### src/rtl/apu_dmc.sv
// Delta-modulation sample channel: fetches sample bytes over a req/ack port into a
// small FIFO and plays them out as a saturating delta-coded level for the mixer.
module apu_dmc #(
   parameter int OUT_WIDTH = 7,
   parameter int BUF_DEPTH = 1,
   parameter int LEN_WIDTH = 12
) (
   input  logic                 clk,
   input  logic                 rst_n,
   input  logic                 cpu_tick,
   input  logic [7:0]           reg_ctrl,
   input  logic [7:0]           reg_direct,
   input  logic [7:0]           reg_addr,
   input  logic [7:0]           reg_length,
   input  logic                 ctrl_update,
   input  logic                 direct_update,
   input  logic                 addr_update,
   input  logic                 length_update,
   input  logic                 en,
   input  logic                 en_update,
   output logic                 dma_req,
   output logic [15:0]          dma_addr,
   input  logic                 dma_ack,
   input  logic [7:0]           dma_data,
   output logic                 active,
   output logic                 irq,
   output logic [OUT_WIDTH-1:0] sample
);

   localparam logic [OUT_WIDTH-1:0] STEP     = OUT_WIDTH'(2 << (OUT_WIDTH - 7));
   localparam logic [OUT_WIDTH-1:0] HI_LIM   = {OUT_WIDTH{1'b1}} - STEP;
   localparam logic [2:0]           DEPTH    = 3'(BUF_DEPTH);
   localparam logic [1:0]           LAST_PTR = 2'(BUF_DEPTH - 1);

   function automatic logic [8:0] period_m1(input logic [3:0] idx);
      case (idx)
         4'd0:    period_m1 = 9'd427;
         4'd1:    period_m1 = 9'd379;
         4'd2:    period_m1 = 9'd339;
         4'd3:    period_m1 = 9'd319;
         4'd4:    period_m1 = 9'd285;
         4'd5:    period_m1 = 9'd253;
         4'd6:    period_m1 = 9'd225;
         4'd7:    period_m1 = 9'd213;
         4'd8:    period_m1 = 9'd189;
         4'd9:    period_m1 = 9'd159;
         4'd10:   period_m1 = 9'd141;
         4'd11:   period_m1 = 9'd127;
         4'd12:   period_m1 = 9'd105;
         4'd13:   period_m1 = 9'd83;
         4'd14:   period_m1 = 9'd71;
         default: period_m1 = 9'd53;
      endcase
   endfunction

   function automatic logic [1:0] ptr_inc(input logic [1:0] p);
      ptr_inc = (p == LAST_PTR) ? 2'd0 : p + 2'd1;
   endfunction

   logic [8:0]           timer;
   logic                 out_clk;
   logic [OUT_WIDTH-1:0] level;
   logic [OUT_WIDTH-1:0] direct_lvl;
   logic [7:0]           shift;
   logic [3:0]           bits_left;
   logic                 silence;
   logic [7:0]           fifo_mem [0:3];
   logic [1:0]           rd_ptr;
   logic [1:0]           wr_ptr;
   logic [2:0]           fifo_cnt;
   logic                 fifo_full;
   logic                 push;
   logic                 pop;
   logic                 ack_ok;
   logic [15:0]          cur_addr;
   logic [15:0]          addr_nxt;
   logic [15:0]          start_addr;
   logic [LEN_WIDTH-1:0] bytes_rem;
   logic [LEN_WIDTH-1:0] rem_nxt;
   logic [LEN_WIDTH-1:0] start_len;
   logic                 irq_nxt;
   logic                 unused_ok;

   // The register file lives outside; these strobes and bits carry no extra meaning here.
   assign unused_ok = ^{reg_ctrl[5:4], reg_direct[7], addr_update, length_update};

   assign out_clk    = cpu_tick && (timer == 9'd0);
   assign ack_ok     = dma_req && dma_ack;
   assign push       = ack_ok;
   assign pop        = out_clk && (bits_left == 4'd1) && (fifo_cnt != 3'd0);
   assign fifo_full  = (fifo_cnt == DEPTH);
   assign start_addr = {2'b11, reg_addr, 6'b000000};
   assign start_len  = LEN_WIDTH'({reg_length, 4'b0000}) + LEN_WIDTH'(1);
   assign direct_lvl = OUT_WIDTH'(reg_direct[6:0]) << (OUT_WIDTH - 7);
   assign sample     = level;

   // Memory reader next state; an en_update is applied after any same-cycle ack.
   always_comb begin
      addr_nxt = cur_addr;
      rem_nxt  = bytes_rem;
      irq_nxt  = irq;
      if (ack_ok) begin
         addr_nxt = (cur_addr == 16'hFFFF) ? 16'h8000 : cur_addr + 16'd1;
         if (bytes_rem != '0) begin
            rem_nxt = bytes_rem - LEN_WIDTH'(1);
            if (rem_nxt == '0) begin
               if (reg_ctrl[6]) begin
                  addr_nxt = start_addr;
                  rem_nxt  = start_len;
               end else if (reg_ctrl[7]) begin
                  irq_nxt = 1'b1;
               end
            end
         end
      end
      if (ctrl_update && !reg_ctrl[7]) irq_nxt = 1'b0;
      if (en_update) begin
         irq_nxt = 1'b0;
         if (!en) begin
            rem_nxt = '0;
         end else if (rem_nxt == '0) begin
            addr_nxt = start_addr;
            rem_nxt  = start_len;
         end
      end
   end

   // Handshake: dma_req/dma_addr are held until the one-cycle dma_ack (data valid with it);
   // req drops on the edge that takes the ack and only one request is ever outstanding.
   always_ff @(posedge clk or negedge rst_n) begin
      if (!rst_n) begin
         cur_addr  <= 16'hC000;
         bytes_rem <= '0;
         irq       <= 1'b0;
         active    <= 1'b0;
         dma_req   <= 1'b0;
         dma_addr  <= 16'h0000;
      end else begin
         cur_addr  <= addr_nxt;
         bytes_rem <= rem_nxt;
         irq       <= irq_nxt;
         active    <= (rem_nxt != '0);
         if (dma_req) begin
            if (dma_ack) dma_req <= 1'b0;
         end else if (!fifo_full && (rem_nxt != '0)) begin
            dma_req  <= 1'b1;
            dma_addr <= addr_nxt;
         end
      end
   end

   always_ff @(posedge clk) begin
      if (push) fifo_mem[wr_ptr] <= dma_data;
   end

   always_ff @(posedge clk or negedge rst_n) begin
      if (!rst_n) begin
         rd_ptr   <= 2'd0;
         wr_ptr   <= 2'd0;
         fifo_cnt <= 3'd0;
      end else begin
         if (push) wr_ptr <= ptr_inc(wr_ptr);
         if (pop)  rd_ptr <= ptr_inc(rd_ptr);
         fifo_cnt <= fifo_cnt + {2'b00, push} - {2'b00, pop};
      end
   end

   // Output unit; a direct load overrides any delta applied on the same edge.
   always_ff @(posedge clk or negedge rst_n) begin
      if (!rst_n) begin
         timer     <= 9'd0;
         level     <= '0;
         shift     <= 8'h00;
         bits_left <= 4'd8;
         silence   <= 1'b1;
      end else begin
         if (cpu_tick) timer <= (timer == 9'd0) ? period_m1(reg_ctrl[3:0]) : timer - 9'd1;
         if (out_clk) begin
            if (!silence) begin
               if (shift[0] && (level <= HI_LIM))      level <= level + STEP;
               else if (!shift[0] && (level >= STEP)) level <= level - STEP;
            end
            shift <= shift >> 1;
            if (bits_left == 4'd1) begin
               bits_left <= 4'd8;
               if (fifo_cnt != 3'd0) begin
                  shift   <= fifo_mem[rd_ptr];
                  silence <= 1'b0;
               end else begin
                  silence <= 1'b1;
               end
            end else begin
               bits_left <= bits_left - 4'd1;
            end
         end
         if (direct_update) level <= direct_lvl;
      end
   end

endmodule

### config.mk
export PLATFORM = sky130hd
export DESIGN_NAME = apu_dmc
export DESIGN_NICKNAME = d
export VERILOG_FILES = /design/src/rtl/apu_dmc.sv
export SDC_FILE = /design/constraint.sdc
export NUM_CORES = 1
export LEC_CHECK = 0
export BUFFER_PORTS_ARGS = -buffer_cell sky130_fd_sc_hd__buf_4
export CAP_MARGIN = 20
export CORE_UTILIZATION = 63
export DETAILED_ROUTE_END_ITERATION = 6
export GPL_ROUTABILITY_DRIVEN = 0
export GPL_TIMING_DRIVEN = 0
export PLACE_DENSITY = 0.85
export SKIP_CTS_REPAIR_TIMING = 1
export SLEW_MARGIN = 0
export SYNTH_ARGS = -nofsm -noshare
export SYNTH_HDL_FRONTEND = slang
export SYNTH_SLANG_ARGS = --single-unit
### constraint.sdc
create_clock -name clk -period 10.2 [get_ports clk]
set_clock_uncertainty 0.1 [all_clocks]
set_input_delay 2.04 -clock clk [delete_from_list [all_inputs] [get_ports clk]]
set_output_delay 2.04 -clock clk [all_outputs]
set_load 0.02 [all_outputs]
==> metrics.md <==
| Metric | Value |
|---|---|
| Non-Filler Instances | 848 |
| Reg-to-Reg End | dma_addr[6] |
| Final period util | 49.86% |
| Most common cell after layout, fill and taps aside | dfrtp_1 |
| Max FO, Critical Path | 10 |
| Library cells used by synthesis | 71 |
| Post-route core utilization | 78.17% |
| FF-to-FF setup slack | 5.48 ns |
| Worst VDD drop | 0.2117 mV |
| Initial drt markers | 374 |
| Fin crit period | between 5 and 6 ns |
| Vias | 5,193 |
| Maximum clock insertion buffer count | 2 |
| Hold Path Stages | 2 |
| Synthesized Nets | 686 |
| Vias in the first global route | 5,127 |
| Synthesis warning total | 0 |
| Crit-path cells | buf_4, and2_1, clkbuf_1, o41ai_4, nor4_1, xnor2_1, nand4_1, nor4_4, o2111ai_1, nand3_4, buf_8, mux2_4 |
| Rows | 36 |
| Pin count of the biggest net entering global routing | between 80 and 90 |
| Critical path's largest stage delay | 0.54 ns |
| Vias per cell | 6.124 |
| Layout cells sized above 1 | between 20 and 25% |
| Final setup fails | 0 |
| TNS Setup | 0 ns |
| Worst r2r src | bytes_rem[0] |
| Setup CP Type | in2reg |
| Clock buffer count from CTS | 17 |
| Max-Cap Viols | 0 |
| Hold Fails Final Rpt | 0 |
| Post-DP HPWL | 9953 µm |
| Status | complete, no violations |
| WP data required | 10.51 ns |
| Starting Density | 65.15% |
| WHS Endpoint | shift[3] |
| Initial antenna violation count | 0 |
| Top Family by Delay on Critical Path | simple AND/OR/NAND/NOR gates |
| Drt pass-1 iters | 5 |
| Register area share after synthesis | between 40% and 50% |
| Total Wirelength | 14,490 µm |
| Post-Syn Area per Cell | 10.42 µm² |
| Final setup margin | 5.115 ns |
| Pleak | 0.003273 µW |
| Dpl ws | between 4 and 5 ns |
| DR WL/cell | 17.08 µm |
| Critical path buffers and inverters | 3 |
| Skew-Pair Late Insertion Delay | roughly 0.53 ns |
| Sink Count | 115 |
| Max-slew violation count | 0 |
| Worst reg2reg path depth | 13 |
| Total GRT Usage | 29.41% |
| Pwr Density | 282.6 mW/mm² |
| Filler cells | 632 |
| Synth async-reset ratio | 72.17% |
| Critical Path AT | approximately 5.4 ns |
| Post-DRT Antenna Nets | 0 |
| Io pins | between 70 and 80 |
| Achievable frequency | between 150 and 200 MHz |
| H-Tree Level Count | 4 |
| Hold Crit Class | reg2reg |
| RSZ-0062 raised after global routing | no |
| WP depth | 12 |
| Least-Margin Pin Slew | 0.9557 ns |
| Slew HR | 34.64% |
| Residual DRC count | 0 |
| Critical Path Source Type | input pin |
| # nets final | 774 |
| Clock root cell | clkbuf_8 |
| Buffers on Ports | 68 |
| Pwr Total | ~2200 µW |
| Hold wc startpoint | shift[3] |
| Global-route wire length before repair | 23,560 µm |
| Die H | 102.8 µm |
| Total gr overflow | 0 |
| Mapped Area | 0.006397 mm² |
| Area growth, synth to finish | 19.99% |
| CP Capture Type | flip-flop |
| Ys flop type | dfrtp_1 |
| CP max stage cell | nor4_4 |
| Cells after synthesis | 614 |
| CTS tree | built |
| Dpl cells | ~820 |
| Diodes inserted | 0 |
| EDFF count, synth | 32 |
| Most frequent cells in the layout | 79 x dfrtp_1, 69 x buf_4, 57 x nand2_1 |
| Synth Register Bits | 115 |
| Die width | 102.8 µm |
| Die area | 0.01056 mm² |
| Core Area | around 0.0098 mm² |
| Clock slew at reported path FFs | 0.06 ns |
[sequential cells by signal (all words and copies together), names as in the netlist]
signal	count
active	1
bits_left	4
bytes_rem	12
cur_addr	16
dma_addr	16
dma_req	1
fifo_cnt	3
fifo_mem	32
irq	1
rd_ptr	2
sample	7
shift	8
silence	1
timer	9
wr_ptr	2
[synthesized netlist by cell type, drive strengths merged (12+ instances only)]
cell,number,area [µm²]
a21oi,43,219.0
clkbuf,19,71.32
dfrtp,79,1977
edfxtp,32,960.9
ha,21,262.8
inv,31,116.4
mux2,21,266.5
mux2i,12,120.1
nand2,57,214.0
nand3,19,112.6
nor2,44,165.2
nor3,19,95.09
o21ai,39,195.2
xnor2,14,122.6
[worst max-delay path by stage]
stage                              end  slack, ns     from
after global routing       dma_addr[6]       4.83  dma_ack
after global placement     dma_addr[5]       4.66  dma_ack
after detailed placement   dma_addr[8]       4.60  dma_ack
after floorplan           dma_addr[10]       5.20  dma_ack
final                      dma_addr[6]       5.11  dma_ack
after CTS                  dma_addr[6]       5.15  dma_ack
[routing by layer]
layer / track usage [%] / wire length, µm / up-vias
met1: 36.29 / 6071 / 2515
li1: - / - / 2419
met4: 13.33 / 398 / 0
met5: 0 / 0 / -
met2: 48.41 / 7121 / 218
met3: 8.203 / 894 / 41
[cell type report]
cell class	instances	area [µm²]	share of cell area (%)
timing repair buffer	69	530.5	6.911
multi-input combinational	441	3099	40.37
clock buffer	20	425.4	5.542
sequential	115	3043	39.64
buffer	27	138.9	1.809
tap	133	166.4	2.168
inverter	31	116.4	1.516
clock inverter	12	156.4	2.037
[where the power goes]
group          internal, µW  leakage, µW  total, µW  switching (µW)
registers               617      0.00134        736             119
logic                   372      0.00166        846             475
clock network           372     0.000272        586             214
total                  1360      0.00327       2170             808
[per-stage QoR]
| stage | cell area, µm² | hold slack, ns |
|---|---|---|
| after global routing | 7676 | 0.4199 |
| after CTS | 7656 | 0.3864 |
| after floorplan | 6397 | 0.3492 |
| after detailed placement | 7074 | 0.3809 |
| after global placement | 7074 | 0.3644 |
| final | 7676 | 0.3911 |
[kinds of logic (layout without fill, tap and decap cells)]
| group | after synthesis | count (layout) | synth area share, % |
|---|---|---|---|
| adder cells (fa/ha/maj) | 22 | 22 | 4.420 |
| AND/OR/NAND/NOR | 220 | 220 | 18.31 |
| AO/OA/AOI/OAI | 135 | 135 | 13.71 |
| flip-flops | 115 | 115 | 47.57 |
| buffers and inverters | 58 | 159 | 3.990 |
| XOR/XNOR | 23 | 23 | 3.149 |
| multiplexers | 41 | 41 | 8.860 |
[worst min-delay path: cells and delay by family, from the launching register on]
kind	cells	cell delay, ns
flip-flops	1	0.34
AO/OA/AOI/OAI	1	0.07
AND/OR/NAND/NOR	1	0.05
(Power assumes the default switching activity.)
